[config.mk]
export PLATFORM = sky130hd
export DESIGN_NAME = ucdp_sync_filter
export DESIGN_NICKNAME = d
export VERILOG_FILES = /design/src/rtl/ucdp_sync_filter.sv
export SDC_FILE = /design/constraint.sdc
export NUM_CORES = 1
export LEC_CHECK = 0
export ABC_AREA = 1
export CELL_PAD_IN_SITES_DETAIL_PLACEMENT = 1
export CELL_PAD_IN_SITES_GLOBAL_PLACEMENT = 1
export CORE_MARGIN = 2
export CORE_UTILIZATION = 28
export CTS_BUF_LIST = sky130_fd_sc_hd__clkbuf_4 sky130_fd_sc_hd__clkbuf_8 sky130_fd_sc_hd__clkbuf_16
export DETAILED_ROUTE_END_ITERATION = 16
export GPL_ROUTABILITY_DRIVEN = 0
export PLACE_DENSITY_LB_ADDON = 0.05
export SYNTH_ARGS = -nofsm -noshare
export SYNTH_HDL_FRONTEND = slang
export SYNTH_SLANG_ARGS = --single-unit
[constraint.sdc]
create_clock -name tgt_clk_i -period 1.3 [get_ports tgt_clk_i]
set_input_delay 0.26 -clock tgt_clk_i [delete_from_list [all_inputs] [get_ports tgt_clk_i]]
set_output_delay 0.26 -clock tgt_clk_i [all_outputs]
set_load 0.05 [all_outputs]
[src/rtl/ucdp_sync_filter.sv]
// Glitch filter and edge detector for an already-synchronized level signal.
// Optional rejected-glitch counter enabled by defining UCDP_SYNC_FILTER_GLITCH_CNT_EN.
module ucdp_sync_filter #(
  parameter int unsigned CNT_WIDTH = 4,
  parameter logic        RST_VAL   = 1'b0
) (
  input  logic                 tgt_clk_i,
  input  logic                 tgt_rst_an_i,
  input  logic                 d_i,
  input  logic [CNT_WIDTH-1:0] thresh_i,
  output logic                 q_o,
  output logic                 rise_o,
  output logic                 fall_o,
  output logic                 busy_o,
  output logic [7:0]           glitch_cnt_o,
  input  logic                 glitch_clr_i
);

  typedef enum logic [0:0] {
    StIdle,
    StQual
  } state_e;

  state_e               r_state;
  state_e               w_state_d;
  logic [CNT_WIDTH-1:0] r_cnt;
  logic [CNT_WIDTH-1:0] w_cnt_d;
  logic                 r_q;
  logic                 w_q_d;
  logic                 r_rise;
  logic                 w_rise_d;
  logic                 r_fall;
  logic                 w_fall_d;
  logic                 r_busy;
  logic                 w_busy_d;
  logic                 w_diff;
  logic                 w_accept;
  logic                 w_glitch;

  assign w_diff = d_i ^ r_q;

  // State register and registered outputs.
  always_ff @(posedge tgt_clk_i or negedge tgt_rst_an_i) begin
    if (!tgt_rst_an_i) begin
      r_state <= StIdle;
      r_cnt   <= '0;
      r_q     <= RST_VAL;
      r_rise  <= 1'b0;
      r_fall  <= 1'b0;
      r_busy  <= 1'b0;
    end else begin
      r_state <= w_state_d;
      r_cnt   <= w_cnt_d;
      r_q     <= w_q_d;
      r_rise  <= w_rise_d;
      r_fall  <= w_fall_d;
      r_busy  <= w_busy_d;
    end
  end

  // Next-state logic. The >= test tolerates thresh_i being lowered mid-qualification
  // and keeps the counter from ever wrapping.
  always_comb begin
    w_state_d = r_state;
    w_cnt_d   = r_cnt;
    w_accept  = 1'b0;
    w_glitch  = 1'b0;
    unique case (r_state)
      StIdle: begin
        if (w_diff) begin
          if (thresh_i == '0) begin
            w_accept = 1'b1;
          end else begin
            w_state_d = StQual;
            w_cnt_d   = CNT_WIDTH'(1);
          end
        end
      end
      StQual: begin
        if (w_diff) begin
          if (r_cnt >= thresh_i) begin
            w_accept  = 1'b1;
            w_state_d = StIdle;
            w_cnt_d   = '0;
          end else begin
            w_cnt_d = r_cnt + CNT_WIDTH'(1);
          end
        end else begin
          w_glitch  = 1'b1;
          w_state_d = StIdle;
          w_cnt_d   = '0;
        end
      end
      default: begin
        w_state_d = StIdle;
        w_cnt_d   = '0;
      end
    endcase
  end

  // Output logic, evaluated as next values of the output registers.
  always_comb begin
    w_q_d    = r_q;
    w_rise_d = 1'b0;
    w_fall_d = 1'b0;
    w_busy_d = (w_state_d == StQual);
    if (w_accept) begin
      w_q_d    = d_i;
      w_rise_d = d_i;
      w_fall_d = ~d_i;
    end
  end

  assign q_o    = r_q;
  assign rise_o = r_rise;
  assign fall_o = r_fall;
  assign busy_o = r_busy;

`ifdef UCDP_SYNC_FILTER_GLITCH_CNT_EN
  logic [7:0] r_glitch_cnt;

  // Saturating counter; clear wins over a coincident glitch.
  always_ff @(posedge tgt_clk_i or negedge tgt_rst_an_i) begin
    if (!tgt_rst_an_i) begin
      r_glitch_cnt <= 8'd0;
    end else if (glitch_clr_i) begin
      r_glitch_cnt <= 8'd0;
    end else if (w_glitch && (r_glitch_cnt != 8'hff)) begin
      r_glitch_cnt <= r_glitch_cnt + 8'd1;
    end
  end

  assign glitch_cnt_o = r_glitch_cnt;
`else
  logic w_unused_glitch;

  assign w_unused_glitch = glitch_clr_i ^ w_glitch;
  assign glitch_cnt_o    = 8'd0;
`endif

endmodule

==> metrics, run 1 <==
CP Max Fanout=3; largest cells by area after synthesis=dfrtp_1 (31%), nand2_1 (13%), ha_1 (9.6%); io pins=20; kind of critical path=flip-flop to flip-flop; top-count cell post-synth=nand2_1; failing checks=negative setup slack; Area growth, synth to finish=57.9%; TritonCTS clock tree=built; final std cells w/o fill=between 100 and 150; Die Y=~52 µm; DR iter-0 viols=5; syn_area_per_cell=around 7.3 µm²; post-layout util=46.6%; largest net degree at the start of global routing=9; clk_lat worst skew=~260 ps; Via Count=~650; Leak=about 0.53 nW; Setup Viol. Count Final=4; Synth top area share=between 30% and 40%; Synth top cells by count=nand2_1 (23), inv_1 (11), buf_4 (8), dfrtp_1 (8), nand3_1 (8); CP startpoint kind=flip-flop; Yosys top cell by area=dfrtp_1; Cell variety after synth=19; fill cell count=between 200 and 300; CP max-delay cell=dfrtp_1; hold slack=323 ps; initial core utilization=29.5%; DRC=0; core footprint=around 0.0022 mm²; WL per Instance=roughly 13 µm; Tcrit/Tclk final=102%; Clock Path Buffers=2; Buf/Inv on CP=0; Pwr Total=2.04 mW; DRT Wirelength=roughly 1.9 mm; crit path DAT=approximately 1500 ps; uppermost routed layer=met4; die span in x=around 52 µm; number of flops mapped to enable cells by yosys=0; initial antenna violation count=0; Worst path max stage delay=roughly 410 ps; DP Wirelength=around 1.5 mm; CP Capture Type=flip-flop; clock root buffer=clkbuf_4; fmax=about 750 MHz; vias in the first global route=643; YS warnings=0; Rows=17; NumNets Final=approximately 130; number of buffers created by CTS=3; overall routing resource usage=between 10% and 20%; status=complete, but fails checks; fin crit period=~1300 ps; worst-path cell chain=ha_4 -> nand4_1 -> nand3_2 -> nand2_2 -> nand3_2 -> nand2_1; setup slack, reg-to-reg=-30 ps; Hold Fails Final Rpt=0; register area share after synthesis=about 31%; #FFs+latches synth=8; maxcap violations=0; Worst VDD drop=about 0.0010 V; Power Density=approximately 2000 mW/mm²; Port Buffers=10; most frequent CP cell=nand3_2; vias per inst=roughly 4.5; first-pass GRT wire length=~2.9 mm; Slew Viols, Final=0; Final ANT Viol Nets=0; total die area=0.00273 mm²; Gate Count Post-Synth=89; async set or reset register ratio after synthesis=100%; Hold Path Class=input pin to async pin; dpl cells=139; met2 WL=about 850 µm; Diodes inserted=0; M1 WL=between 800 and 900 µm; Mapped Area=653 µm²; RSZ-0062 raised after global routing=true; skew final=between 1.5 and 2 ps; CP required=1450 ps; clock-pin slew on the worst setup and hold paths=approximately 60 ps; first drt pass iteration count=2; grt ovf=0; Clock H-tree levels=1; cell family with most CP delay=simple AND/OR/NAND/NOR gates; Clock Sinks=8; setup ws final=-31.8 ps; layout cells sized above 1=about half; Synth Flop Type=dfrtp_1; met3 wire length=76 µm
-- worst reg2reg max path: cells and delay by family (launching register included) --
family	cells	cell delay (ps)
and+or+nand+nor	5	520
DFF	1	410
adders and majority gates	1	310
-- final cells by class --
cell class	count	area [µm²]	area share, %
flip-flops and latches	8	200	19.4
multi-input cells	64	462	44.8
repair buffers	25	251	24.4
clock buffers	3	22.5	2.18
inverters	16	60.1	5.83
well taps	28	35.0	3.40
-- report_power, final --
| part | total (mW) | switching [mW] | internal (mW) | leakage (nW) |
|---|---|---|---|---|
| combinational | 1.42 | 0.805 | 0.617 | 0.417 |
| clock | 0.198 | 0.0918 | 0.106 | 0.0138 |
| sequential | 0.416 | 0.0846 | 0.332 | 0.103 |
-- routing by layer --
layer / up-vias / global-route usage, %
met1: 306 / 19.2
met2: 17 / 24.6
met5: - / 0
li1: 316 / -
met4: 0 / 7.69
met3: 7 / 4.29
-- path summary, 6_finish.rpt --
kind                               from        to  cells past startpoint
max in group asynchronous  tgt_rst_an_i  r_cnt[2]                      1
hold reg to reg                r_cnt[0]  r_cnt[0]                      3
setup / recovery               r_cnt[3]  r_cnt[0]                      6
setup reg to reg               r_cnt[3]  r_cnt[0]                      6
hold / removal             tgt_rst_an_i  r_cnt[1]                      1
min in group tgt_clk_i         r_cnt[0]  r_cnt[0]                      3
-- kinds of logic after synthesis --
kind of cell | synth area share (%)
AO/OA/AOI/OAI | 6.90
XOR/XNOR | 1.34
adder cells (fa/ha/maj) | 9.58
buffers and inverters | 18.4
flip-flops | 30.7
other | 0.574
AND/OR/NAND/NOR | 32.6
-- cell usage in the layout (no fill, tap or decap), types with 3 or more instances in the layout --
master,n
inv_1,6
buf_4,14
clkbuf_4,3
dlygate4sd2_1,4
nand3_2,7
dfrtp_1,8
nand2_2,7
conb_1,8
nand2_1,18
nand3_1,4
inv_2,10
ha_4,4
buf_12,4
nor2_1,4
-- flip-flops by register name (all words and copies together), names as in the netlist --
register / flops
q_o: 1
busy_o: 1
fall_o: 1
r_cnt: 4
rise_o: 1
-- timing repair --
item | CTS | global route
setup buffers | 1 | 1
pin swaps | 7 | 5
endpoints found under the setup margin | 8 | 7
hold buffers | 0 | 0
gates resized for setup | 14 | 12
-- stage by stage --
| stage | setup WS [ps] | area (µm²) | TNS, ps |
|---|---|---|---|
| floorplan | 21.9 | 692 | 0 |
| global placement | -432 | 905 | -3010 |
| detailed placement | -446 | 905 | -3270 |
| CTS | -6.71 | 975 | -6.71 |
| global route | -106 | 1030 | -423 |
| finish | -31.8 | 1030 | -89.2 |
Note: power is estimated with default switching activity, not from simulation.
==> run 2, diff against run 1 <==
Settings changed: CTS_BUF_LIST sky130_fd_sc_hd__clkbuf_4 sky130_fd_sc_hd__clkbuf_8 sky130_fd_sc_hd__clkbuf_16 to not set.
==> results of run 2 <==
Same layout as run 1: the final DEF is identical, and so are final timing and power.
